==> config.mk <==
export PLATFORM = sky130hd
export DESIGN_NAME = serial_subtractor
export DESIGN_NICKNAME = d
export VERILOG_FILES = /design/src/rtl/arith_pkg.sv /design/src/rtl/full_subtractor.sv /design/src/rtl/serial_subtractor.sv
export SDC_FILE = /design/constraint.sdc
export NUM_CORES = 1
export LEC_CHECK = 0
export BUFFER_PORTS_ARGS = -buffer_cell sky130_fd_sc_hd__buf_2
export CORE_ASPECT_RATIO = 0.5
export CORE_UTILIZATION = 43
export DETAILED_ROUTE_END_ITERATION = 7
export GPL_TIMING_DRIVEN = 0
export SKIP_LAST_GASP = 1
export SYNTH_ARGS = -nofsm -noshare
export SYNTH_HDL_FRONTEND = slang
export SYNTH_SLANG_ARGS = --single-unit
==> constraint.sdc <==
create_clock -name clk -period 4 [get_ports clk]
set_input_delay 0.6 -clock clk [delete_from_list [all_inputs] [get_ports clk]]
set_output_delay 0.6 -clock clk [all_outputs]
set_load 0.01 [all_outputs]
==> src/rtl/arith_pkg.sv <==
// Shared arithmetic definitions for the bit-serial datapath blocks (subtractor, adder, divider).
package arith_pkg;

  typedef enum logic [1:0] {
    IDLE = 2'd0,
    RUN  = 2'd1,
    DONE = 2'd2
  } sub_state_t;

  localparam int unsigned DefaultWidth = 8;

endpackage

==> src/rtl/full_subtractor.sv <==
// One-bit full subtractor: d = a - b - bin, with borrow-out.
module full_subtractor (
  input  logic a,
  input  logic b,
  input  logic bin,
  output logic d,
  output logic bout
);

  assign d    = a ^ b ^ bin;
  assign bout = (~a & b) | (~(a ^ b) & bin);

endmodule

==> src/rtl/serial_subtractor.sv <==
// Bit-serial subtractor resolving one difference bit per clock, LSB first.
// Optional zero-result flag port enabled by SERIAL_SUB_ZERO_FLAG_EN.
module serial_subtractor
  import arith_pkg::*;
#(
  parameter int unsigned WIDTH = DefaultWidth
) (
  input  logic             clk,
  input  logic             rst,
  input  logic             start,
  input  logic [WIDTH-1:0] a,
  input  logic [WIDTH-1:0] b,
  input  logic             bin,
  output logic             busy,
  output logic             done,
  output logic [WIDTH-1:0] y,
  output logic             bout,
  output logic             overflow
`ifdef SERIAL_SUB_ZERO_FLAG_EN
  ,
  output logic             zero
`endif
);

  localparam int unsigned CNT_W = $clog2(WIDTH + 1);
  localparam logic [CNT_W-1:0] LastCnt = CNT_W'(WIDTH - 1);

  sub_state_t       state_q, state_d;
  logic [WIDTH-1:0] a_sr, b_sr, res_sr;
  logic             brw_q;
  logic [CNT_W-1:0] cnt_q;
  logic             a_msb_q, b_msb_q;
  logic             done_q, bout_q, ovf_q;
  logic [WIDTH-1:0] y_q;
  logic             fs_d, fs_bo;

  full_subtractor u_fs (
    .a    (a_sr[0]),
    .b    (b_sr[0]),
    .bin  (brw_q),
    .d    (fs_d),
    .bout (fs_bo)
  );

  always_comb begin
    state_d = state_q;
    unique case (state_q)
      IDLE:    if (start) state_d = RUN;
      RUN:     if (cnt_q == LastCnt) state_d = DONE;
      DONE:    state_d = IDLE;
      default: state_d = IDLE;
    endcase
  end

  always_ff @(posedge clk) begin
    if (rst) begin
      state_q <= IDLE;
      a_sr    <= '0;
      b_sr    <= '0;
      res_sr  <= '0;
      brw_q   <= 1'b0;
      cnt_q   <= '0;
      a_msb_q <= 1'b0;
      b_msb_q <= 1'b0;
      done_q  <= 1'b0;
      y_q     <= '0;
      bout_q  <= 1'b0;
      ovf_q   <= 1'b0;
    end else begin
      state_q <= state_d;
      done_q  <= 1'b0;
      unique case (state_q)
        IDLE: begin
          if (start) begin
            a_sr  <= a;
            b_sr  <= b;
            brw_q <= bin;
            cnt_q <= '0;
          end
        end
        RUN: begin
          res_sr <= {fs_d, res_sr[WIDTH-1:1]};
          brw_q  <= fs_bo;
          a_sr   <= a_sr >> 1;
          b_sr   <= b_sr >> 1;
          cnt_q  <= cnt_q + CNT_W'(1);
          // Operand sign bits are only visible at the serial tap on the final step.
          if (cnt_q == LastCnt) begin
            a_msb_q <= a_sr[0];
            b_msb_q <= b_sr[0];
          end
        end
        DONE: begin
          done_q <= 1'b1;
          y_q    <= res_sr;
          bout_q <= brw_q;
          ovf_q  <= (a_msb_q != b_msb_q) && (res_sr[WIDTH-1] != a_msb_q);
        end
        default: ;
      endcase
    end
  end

`ifdef SERIAL_SUB_ZERO_FLAG_EN
  logic zero_q;

  always_ff @(posedge clk) begin
    if (rst) begin
      zero_q <= 1'b0;
    end else if (state_q == DONE) begin
      zero_q <= (res_sr == '0);
    end
  end

  assign zero = zero_q;
`endif

  assign busy     = (state_q != IDLE);
  assign done     = done_q;
  assign y        = y_q;
  assign bout     = bout_q;
  assign overflow = ovf_q;

endmodule

; Word-level counts from Yosys, hierarchy flattened
; Index checks and enable logic that the tools add are counted.
[op_classes]
n_reduce_logical = 7
mux = 12
addsub = 1
n_eq_ne = 7
n_bitwise = 7
[op_table]
columns = cell, count
row1 = $pmux W8 S2, 2
row2 = $mux W8, 2
row3 = $pmux W4 S2, 1
row4 = $reduce_and A2 Y1, 3
row5 = $add A4 B1 Y4 const B, 1
row6 = $eq A4 B3 Y1 const B, 1
row7 = $mux W2, 2
row8 = $mux W4, 1
row9 = $ne A2 B2 Y1 const B, 2
row10 = $pmux W2 S2, 1
row11 = $reduce_bool A2 Y1, 2
row12 = $and A1 B1 Y1, 2
row13 = $eq A2 B1 Y1 const B, 1
row14 = $eq A2 B2 Y1 const B, 1
row15 = $logic_not A2 Y1, 1
row16 = $mux W1, 2
row17 = $ne A1 B1 Y1, 2
row18 = $not A1 Y1, 2
row19 = $pmux W1 S2, 1
row20 = $xor A1 B1 Y1, 2
row21 = $logic_and A1 B1 Y1, 1
row22 = $or A1 B1 Y1, 1
[totals]
wordCells = 46
inputBits = 20
register_bits = 44

; Logic depth before layout (Yosys ltp)
; Gate-level depths: netlist (run 1).
[logic_depth]
depth_word = 5
depth_mapped = 5
ltp_nobuf = 4

; Hierarchy
; Synthesis (run 1) repeated with hierarchy kept, for this count alone.
[hier_totals]
hier_cells = 222
area_unflattened_um2 = 1940.6
[modules_own_cells]
columns = mod, seq_area_each_um2, n_inst, cells_per_inst, area_per_inst_um2
row1 = serial_subtractor, 880.8, 1, 218, 1909.3
row2 = full_subtractor, 0.0, 1, 4, 31.3

; Worst setup path after synthesis (run 1)
; No wires, ideal clock.
[synth_timing]
kind = reg2out
start = register state_q[1]
end = output busy
setup_slack_ps = 2439
n_path_buf = 2
path_stages_with_launch = 5
t_arrival_ps = 961
path_cell_list = dfxtp_1 buf_6 inv_1 clkbuf_1 nand2_1
[synth_between]
elab_chain_len = 1
[synth_rtl]
columns = element, line
row1 = "start, declared", serial_subtractor.sv:28  ; sub_state_t state_q, state_d;
row2 = "start signal, assigned", serial_subtractor.sv:70  ; state_q <= state_d;
row3 = $reduce_bool A2 Y1, serial_subtractor.sv:118  ; assign busy = (state_q != IDLE);
row4 = "end, declared", serial_subtractor.sv:14  ; output logic busy,
; Every way passes these cells.

; Worst setup path in the final report (run 1)
; Ends and elaborated chain as after synthesis.

==> impl_metrics.json, run 1 <==
{
  "netlist_instances": 215,
  "grt-ovfl-total": 0,
  "ir_drop_v": 0.0001752,
  "postRouteAntennaNets": 0,
  "finalCriticalPeriod_ps": 2140,
  "status": "completed",
  "clk_pin_slew_ps": 80,
  "p_leak_nw": 0.8637,
  "crit_path_start": "state_q[1]$_SDFFE_PP0P_",
  "cts_sinks": 44,
  "area_delta_synth_final_pct": 16.31,
  "hp-class": "flop to flop",
  "p_int_uw": 616.2,
  "max_cap_violations": 0,
  "critical_path_required_ps": 3400,
  "crit_type": "flop to output pin",
  "hold_violations": 0,
  "die-area_um2": 4619,
  "slew_violations": 0,
  "worst_pin_slew_ps": 508.0,
  "fin_skew_ps": 6.434,
  "r2r_slack_ps": 2640,
  "worstSetupEndpointType": "output pin",
  "async_reset_ff_frac": 0,
  "synth-edff-count": 0,
  "cts_buffers": 5,
  "path_max_fanout": 10,
  "place_inst": 300,
  "max_freq_ghz": 0.4672,
  "syn_area_um2": 1864,
  "grt_antenna_before_repair": 0,
  "ctsLongestPathBuffers": 2,
  "seq_area_frac_synth": 0.4725,
  "synthFlopType": "dfxtp_1",
  "seqPwrFrac": 0.567,
  "hold_path_depth": 2,
  "min_to": "y[2]$_SDFFE_PP0P_",
  "synth_cell_types": 34,
  "coreArea_um2": 4024,
  "final-instance-count-excl-fill": 307,
  "switchingPower_uw": 208.3,
  "dr.first_iter.drc_count": 62,
  "dpl.hpwl_mm": 2.679,
  "die_h_um": 48.56,
  "routedWlPerCell_um": 12.75,
  "startpoint_type": "flop",
  "clkPwrFrac": 0.320,
  "pwr-share-comb": 0.113,
  "r2r_end": "brw_q$_SDFFE_PP0P_",
  "diodes": 0,
  "reg2regPathDepth": 4,
  "post-route-util": 0.5389,
  "syn-num-nets": 237,
  "final_nets": 275,
  "nFillCells": 401,
  "wl_mm": 3.915,
  "insertion_delay_ps": 290,
  "fp-row-count": 16,
  "cts_tree": "yes",
  "vias": 1555,
  "min_from": "y[2]$_SDFFE_PP0P_",
  "synth_seq_cells": 44,
  "clock-root-buffer": "clkbuf_8",
  "swShare": 0.2526,
  "start_util": 0.4633,
  "grt_pass1_wl_mm": 6.617,
  "final_area_um2": 2168,
  "period_share": 0.5351,
  "yosys_warnings": 0,
  "setup_violations": 0,
  "drcViolationCount": 0,
  "ctsResizeCount": 0,
  "htreeDepth": 2,
  "grt_start_max_net_pins": 14,
  "drive_gt1_frac": 0.2174,
  "portBuffers": 31,
  "grt_setup_unrepaired": "false",
  "postCtsSetupRepairBufs": 0,
  "pin_count": 32,
  "max_slew_margin": 0.6606,
  "layout_common_cells": "dfxtp_1, nand2_1, buf_2",
  "placed_cell_area_um2": 2087,
  "final.setup.tns_ps": 0,
  "track_usage": 0.1877,
  "dr.pass1.iters": 4,
  "r2r-start": "b_sr[0]$_SDFFE_PP0P_",
  "timing.hold.ws_ps": 452.1,
  "gp_congestion": 0.7953,
  "grt_pass1_vias": 1450,
  "power_density_nw_per_um2": 380.3,
  "postCtsHoldBufs": 0,
  "via_per_inst": 5.065,
  "crit_arrival_ps": 1540,
  "die_x_um": 95.12,
  "avgSynthCellArea_um2": 8.671,
  "layout_commonest_cell": "dfxtp_1"
}
[cell type report]
cell class	count	area (µm²)	share of cell area
clock buffers	5	68.82	0.03174
repair buffers	31	155.1	0.07155
flip-flops and latches	44	880.8	0.4062
clock inverters	2	12.51	0.005770
plain buffers	16	103.9	0.04789
multi-input cells	151	864.6	0.3987
well taps	54	67.56	0.03116
inverters	4	15.01	0.006924
[synthesized netlist by cell type, types with 2 or more instances]
cell type | instances | area, µm²
a211oi_1 | 12 | 90.09
buf_6 | 4 | 45.04
mux2i_1 | 3 | 30.03
a21oi_1 | 20 | 100.1
nor2b_1 | 8 | 50.05
nand2b_1 | 6 | 37.54
buf_2 | 5 | 25.02
inv_1 | 3 | 11.26
nor2_1 | 26 | 97.59
clkbuf_1 | 5 | 18.77
nand2_1 | 39 | 146.4
nand3_1 | 2 | 10.01
a221oi_1 | 3 | 26.28
o2bb2ai_1 | 8 | 70.07
o22ai_1 | 8 | 50.05
buf_4 | 2 | 15.01
dfxtp_1 | 44 | 880.8
[layer usage]
metal,track usage,up-vias,share of wire
met5,0,-,0
met1,0.2566,713,0.52
met2,0.2869,28,0.44
met3,0.05818,2,0.036
met4,0.04798,0,0.0028
li1,-,812,-
[metrics by stage]
step                power, mW  worst slack, ps
floorplan              0.5414             2439
global placement       0.5688             2179
detailed placement     0.5707             2183
CTS                    0.8391             1847
global route           0.8723             1755
finish                 0.8245             1860
[power groups by stage]
stage	logic (mW)	clock network [mW]	registers, mW
5_1_grt	0.104	0.298	0.470
3_3_place_gp	0.0916	0	0.477
2_1_floorplan	0.0671	0	0.474
3_5_place_dp	0.0931	0	0.478
6_report	0.0931	0.264	0.467
4_1_cts	0.0940	0.278	0.467
[worst max-delay path: stages, from the launching register on]
cell      delay, ps
dfxtp_1         320
buf_6           130
inv_1           170
clkbuf_1        400
nand2_1          80
buf_2           150
[worst max path at each step]
stage	to	depth (start not counted)
5_1_grt	busy	5
6_report	busy	5
3_5_place_dp	busy	5
3_3_place_gp	busy	5
4_1_cts	busy	5
2_1_floorplan	busy	4
[sequential cells by signal, summed over array words and instances (netlist names), 2 cells and up]
signal / cells
a_sr: 8
b_sr: 8
res_sr: 8
y: 8
cnt_q: 4
state_q: 2
[logic make-up (layout without fill, tap and decap cells)]
logic type / count (synthesis) / after routing / synth area share
buffers and inverters: 20 / 58 / 0.06375
AOI/OAI and AO/OA: 59 / 59 / 0.2215
DFF: 44 / 44 / 0.4725
and+or+nand+nor: 87 / 87 / 0.2087
muxes: 3 / 3 / 0.01611
adders and majority gates: 2 / 2 / 0.01745
No activity file was read; power rests on OpenSTA's default activity.
==> run 2, diff against run 1 <==
--- a/config.mk
+++ b/config.mk
@@ -5,11 +5,13 @@
 export SDC_FILE = /design/constraint.sdc
 export NUM_CORES = 1
 export LEC_CHECK = 0
+export ABC_AREA = 1
 export BUFFER_PORTS_ARGS = -buffer_cell sky130_fd_sc_hd__buf_2
 export CORE_ASPECT_RATIO = 0.5
 export CORE_UTILIZATION = 43
 export DETAILED_ROUTE_END_ITERATION = 7
 export GPL_TIMING_DRIVEN = 0
+export PLACE_DENSITY = 0.66
 export SKIP_LAST_GASP = 1
 export SYNTH_ARGS = -nofsm -noshare
 export SYNTH_HDL_FRONTEND = slang
==> constraint.sdc (replaced) <==
create_clock -name clk -period 1.8 [get_ports clk]
set_input_delay 0.27 -clock clk [delete_from_list [all_inputs] [get_ports clk]]
set_output_delay 0.27 -clock clk [all_outputs]
set_load 0.01 [all_outputs]
==> run 2 against run 1 <==
  * Die area fell by 1.7%
  * Worst setup slack got worse by 1700 ps
  * Highest routed layer unchanged
  * Routed wire length rose by 4.6%
  * Count of clock-buffer cells in the layout rose by 1
  * Combinational power rose to 2.6 times the previous value
  * Synthesized cell count rose by 23%
  * Total power rose by 130%
  * Core utilization fell by 0.37 points
  * Clock power rose by 120%
  * Worst hold slack got worse by 270 ps
==> impl_metrics.json, run 2 <==
{
  "grt-ovfl-total": 0,
  "ctsResizeCount": 0,
  "synth_cell_types": 18,
  "dpl.hpwl_mm": 2.868,
  "area_delta_synth_final_pct": 16.39,
  "synth_common_cells": "nor2_1, nand2_1, dfxtp_1, o21ai_0, nand3_1",
  "max_slew_margin": 0.6487,
  "syn_area_um2": 1832,
  "cts_tree": "yes",
  "drive_gt1_frac": 0.1589,
  "diodes": 0,
  "p_int_mw": 1.378,
  "via_per_inst": 4.756,
  "postCtsSetupRepairBufs": 0,
  "insertion_delay_ps": 290,
  "worst_pin_slew_ps": 526.9,
  "status": "completed",
  "path_max_fanout": 10,
  "vias": 1693,
  "final_nets": 324,
  "grt_pass1_vias": 1422,
  "synthFlopType": "dfxtp_1",
  "grt_pass1_wl_mm": 6.486,
  "grt_antenna_before_repair": 0,
  "yosysTopAreaCellShare": 0.4809,
  "cts_buffers": 5,
  "max_cap_violations": 0,
  "seqPwrFrac": 0.560,
  "dr.pass1.iters": 4,
  "gp_congestion": 0.8299,
  "yosys_warnings": 0,
  "ir_drop_v": 0.0004073,
  "pwr-share-comb": 0.130,
  "startpoint_type": "flop",
  "swShare": 0.2713,
  "synth-edff-count": 0,
  "place_inst": 349,
  "hp-class": "input pin to flop",
  "routedWlPerCell_um": 11.51,
  "dr.first_iter.drc_count": 96,
  "syn-num-nets": 286,
  "setup_violations": 0,
  "finalCriticalPeriod_ps": 1633,
  "critical_path_required_ps": 1530,
  "yosysTopAreaCell": "dfxtp_1",
  "cts_sinks": 44,
  "async_reset_ff_frac": 0,
  "drcViolationCount": 0,
  "pin_count": 32,
  "postCtsHoldBufs": 0,
  "period_share": 0.9071,
  "clkPwrFrac": 0.310,
  "die-area_um2": 4541,
  "layout_commonest_cell": "nor2_1",
  "power_density_nw_per_um2": 886.6,
  "clock-root-buffer": "clkbuf_8",
  "track_usage": 0.1958,
  "wl_mm": 4.096,
  "final-instance-count-excl-fill": 356,
  "switchingPower_uw": 512.8,
  "ctsLongestPathBuffers": 2,
  "yosysMostFrequentCell": "nor2_1",
  "multi_input_area_um2": 817.0,
  "seq_area_frac_synth": 0.4809,
  "p_leak_nw": 1.028,
  "layout_common_cells": "nor2_1, nand2_1, dfxtp_1",
  "netlist_instances": 264,
  "avgSynthCellArea_um2": 6.938,
  "crit_type": "flop to output pin",
  "hold_violations": 0,
  "worstSetupEndpointType": "output pin",
  "crit_arrival_ps": 1360,
  "die_h_um": 48.15,
  "synth_seq_cells": 44,
  "final.setup.tns_ps": 0,
  "slew_violations": 0,
  "clk_pin_slew_ps": 80,
  "die_x_um": 94.30,
  "grt_setup_unrepaired": "false",
  "postRouteAntennaNets": 0,
  "start_util": 0.4598,
  "coreArea_um2": 3984,
  "fin_skew_ps": 3.777,
  "nFillCells": 437,
  "portBuffers": 31,
  "fp-row-count": 16,
  "htreeDepth": 2,
  "regArea_um2": 880.8,
  "synthTopCellsByArea": "dfxtp_1, nor2_1, nand2_1, o21ai_0, nand3_1",
  "grt_start_max_net_pins": 13,
  "max_freq_ghz": 0.6125
}
## run 2: cell count changes after synthesis, moves of 4 or more
| cell | previous run | this run |
|---|---|---|
| nand3_1 | 2 | 24 |
| nor2_1 | 26 | 69 |
| o2bb2ai_1 | 8 | 0 |
| buf_6 | 4 | 0 |
| o21ai_0 | 0 | 26 |
| inv_1 | 3 | 21 |
| o22ai_1 | 8 | 0 |
| nand2b_1 | 6 | 0 |
| a21oi_1 | 20 | 6 |
| nor2b_1 | 8 | 0 |
| nand2_1 | 39 | 52 |
| a211oi_1 | 12 | 0 |
## run 2: path summary, 6_finish.rpt
kind	start	end	slack [ps]	depth (start not counted)
worst max-delay path	state_q[1]$_SDFFE_PP0P_	busy	170	4
worst min-delay path	b[7]	b_sr[7]$_SDFFE_PP0P_	190	3
worst max register to register	state_q[0]$_SDFFE_PP0P_	brw_q$_SDFFE_PP0P_	480	6
worst min register to register	b_sr[6]$_SDFFE_PP0P_	b_sr[5]$_SDFFE_PP0P_	460	2
## run 2: metal layers
metal  wire [µm]  GRT usage  vias to the layer above
li1            -          -                      902
met1        1981     0.2576                      744
met2        1780     0.3261                       45
met3         313    0.05452                        2
met4          21    0.05538                        0
met5           0          0                        -
## run 2: kinds of logic after synthesis
| logic type | Yosys count | share of synthesized area |
|---|---|---|
| compound gates | 32 | 0.08743 |
| simple gates | 153 | 0.3409 |
| buf+inv | 33 | 0.07309 |
| flops | 44 | 0.4809 |
| fa+ha+maj | 2 | 0.01776 |
## run 2: area by class of cell
cell class | instances | area share
Buffer | 11 | 0.02406
Clock buffer | 6 | 0.03404
Clock inverter | 1 | 0.002347
Inverter | 22 | 0.03873
Multi-Input combinational cell | 187 | 0.3832
Sequential cell | 44 | 0.4131
Tap cell | 54 | 0.03169
Timing Repair Buffer | 31 | 0.07277
## run 2: critical path: stages (launching register included)
cell and delay [ps]:
dfxtp_1 340, nor2_1 270, buf_2 280, inv_1 50
buf_2 130
## run 2: metrics by stage
| step | setup WS, ps | hold WS (ps) | area [µm²] | power, mW | utilization |
|---|---|---|---|---|---|
| 2_1_floorplan | 684.5 | 381.9 | 1832 | 1.245 | - |
| 3_3_place_gp | 488.4 | 435.3 | 2054 | 1.321 | 0.5157 |
| 3_5_place_dp | 473.3 | 450.1 | 2054 | 1.327 | 0.5157 |
| 4_1_cts | 158.9 | 179.3 | 2132 | 1.907 | 0.5352 |
| 5_1_grt | 77.72 | 193.1 | 2132 | 1.985 | 0.5352 |
| 6_report | 167.3 | 186.0 | 2132 | 1.890 | 0.5352 |
## run 2: power by group through the flow
stage               Combinational [mW]  Sequential [mW]  Clock, mW
floorplan                        0.170             1.07          0
global route                     0.285             1.07      0.634
CTS                              0.246             1.06      0.601
global placement                 0.240             1.08          0
finish                           0.246             1.06      0.585
detailed placement               0.245             1.08          0
==> run 3, diff against run 2 <==
--- a/config.mk
+++ b/config.mk
@@ -6,12 +6,11 @@
 export NUM_CORES = 1
 export LEC_CHECK = 0
 export ABC_AREA = 1
-export BUFFER_PORTS_ARGS = -buffer_cell sky130_fd_sc_hd__buf_2
 export CORE_ASPECT_RATIO = 0.5
 export CORE_UTILIZATION = 43
 export DETAILED_ROUTE_END_ITERATION = 7
+export DONT_BUFFER_PORTS = 1
 export GPL_TIMING_DRIVEN = 0
-export PLACE_DENSITY = 0.66
 export SKIP_LAST_GASP = 1
 export SYNTH_ARGS = -nofsm -noshare
 export SYNTH_HDL_FRONTEND = slang
==> run 3 against run 2 <==
  * Critical path depth shrank 1
  * Sequential power about the same
  * First-iteration DRC count fell by 6.3%
  * Clock skew rose by 3.0 ps
  * Largest power group unchanged
  * Highest routed layer unchanged
==> impl_metrics.json, run 3 (synthesis results as in run 2) <==
{
  "hp-class": "input pin to flop",
  "cts_sinks": 44,
  "crit_arrival_ps": 1300,
  "period_share": 0.8736,
  "post-route-util": 0.5038,
  "die-area_um2": 4541,
  "layout_commonest_cell": "nor2_1",
  "ctsResizeCount": 0,
  "insertion_delay_ps": 310,
  "grt_setup_unrepaired": "false",
  "r2r_slack_ps": 480,
  "cts_buffers": 5,
  "diodes": 0,
  "grt_antenna_before_repair": 0,
  "status": "completed",
  "critPathMaxStageDelay_ps": 340,
  "start_util": 0.4598,
  "track_usage": 0.2001,
  "pin_count": 32,
  "dpl.hpwl_mm": 2.829,
  "dr.pass1.iters": 4,
  "fp-row-count": 16,
  "postCtsSetupRepairBufs": 0,
  "worstSetupEndpointType": "output pin",
  "wl_mm": 4.039,
  "area_delta_synth_final_pct": 9.563,
  "vias": 1586,
  "via_per_inst": 4.865,
  "die_h_um": 48.15,
  "final.setup.tns_ps": 0,
  "setup_violations": 0,
  "postRouteAntennaNets": 0,
  "portBuffers": 0,
  "slew_violations": 0,
  "placed_cell_area_um2": 1899,
  "dr.first_iter.drc_count": 90,
  "crit_type": "flop to output pin",
  "ir_drop_v": 0.0003806,
  "max_slew_margin": 0.6430,
  "timing.hold.ws_ps": 71.86,
  "fin_skew_ps": 6.808,
  "ctsLongestPathBuffers": 2,
  "drcViolationCount": 0,
  "max_freq_ghz": 0.6360,
  "layout_common_cells": "nor2_1, nand2_1, dfxtp_1",
  "p_leak_nw": 0.9011,
  "routedWlPerCell_um": 12.39,
  "htreeDepth": 2,
  "hold_violations": 0,
  "grt-ovfl-total": 0,
  "max_cap_violations": 0,
  "grt_pass1_vias": 1402,
  "gp_congestion": 0.7954,
  "postCtsHoldBufs": 0,
  "finalCriticalPeriod_ps": 1572,
  "grt_start_max_net_pins": 14,
  "path_max_fanout": 10,
  "final_area_um2": 2007,
  "startpoint_type": "flop",
  "worst_pin_slew_ps": 535.4,
  "clock-root-buffer": "clkbuf_8",
  "cp_cell_sequence": "nor2_1 -> buf_2 -> inv_1",
  "coreArea_um2": 3984,
  "power_density_nw_per_um2": 1017,
  "clk_pin_slew_ps": 80,
  "grt_pass1_wl_mm": 6.486,
  "cts_tree": "yes",
  "critical_path_required_ps": 1530,
  "drive_gt1_frac": 0.06618,
  "cp_slowest_cell": "dfxtp_1",
  "final_nets": 293,
  "die_x_um": 94.30
}
## run 3: cell count changes in the layout (fill, tap and decap cells not counted), sizes merged
cell / previous run / this run
buf: 37 / 6
bufinv: 0 / 1
## run 3: per-layer routing
layer  wire (µm)  track usage  up-vias
li1            -            -      839
met1        2089       0.2521      711
met2        1676       0.3261       33
met3         235      0.07321        3
met4          38      0.07385        0
met5           0            0        -
## run 3: cell type report
cell class	count	area (µm²)
Buffer	11	51.30
Clock buffer	6	72.57
Clock inverter	2	35.03
Fill cell	428	1977
Inverter	22	82.58
Multi-Input combinational cell	187	817.0
Sequential cell	44	880.8
Tap cell	54	67.56
## run 3: critical path, delay by kind of cell (launching register included)
| family | cells | cell delay (ps) |
|---|---|---|
| buf+inv | 2 | 380 |
| flops | 1 | 340 |
| simple gates | 1 | 270 |
## run 3: per-stage QoR
step	setup slack, ps	power [mW]	std cells
6_report	227.6	2.040	326
5_1_grt	153.8	2.147	326
4_1_cts	223.8	2.060	326
3_5_place_dp	501.3	1.301	318
3_3_place_gp	507.0	1.297	318
2_1_floorplan	684.5	1.245	264
## run 3: worst paths after layout
check,startpoint,endpoint,cells past startpoint
max reg2reg,state_q[0]$_SDFFE_PP0P_,a_sr[0]$_SDFFE_PP0P_,6
min,rst,state_q[0]$_SDFFE_PP0P_,1
min reg2reg,a_sr[4]$_SDFFE_PP0P_,a_sr[3]$_SDFFE_PP0P_,2
max,state_q[1]$_SDFFE_PP0P_,busy,3
## run 3: where the power goes
group	internal [mW]	total, mW	switching [mW]
Clock	0.412	0.761	0.349
Sequential	1.03	1.06	0.0330
Combinational	0.0704	0.219	0.148
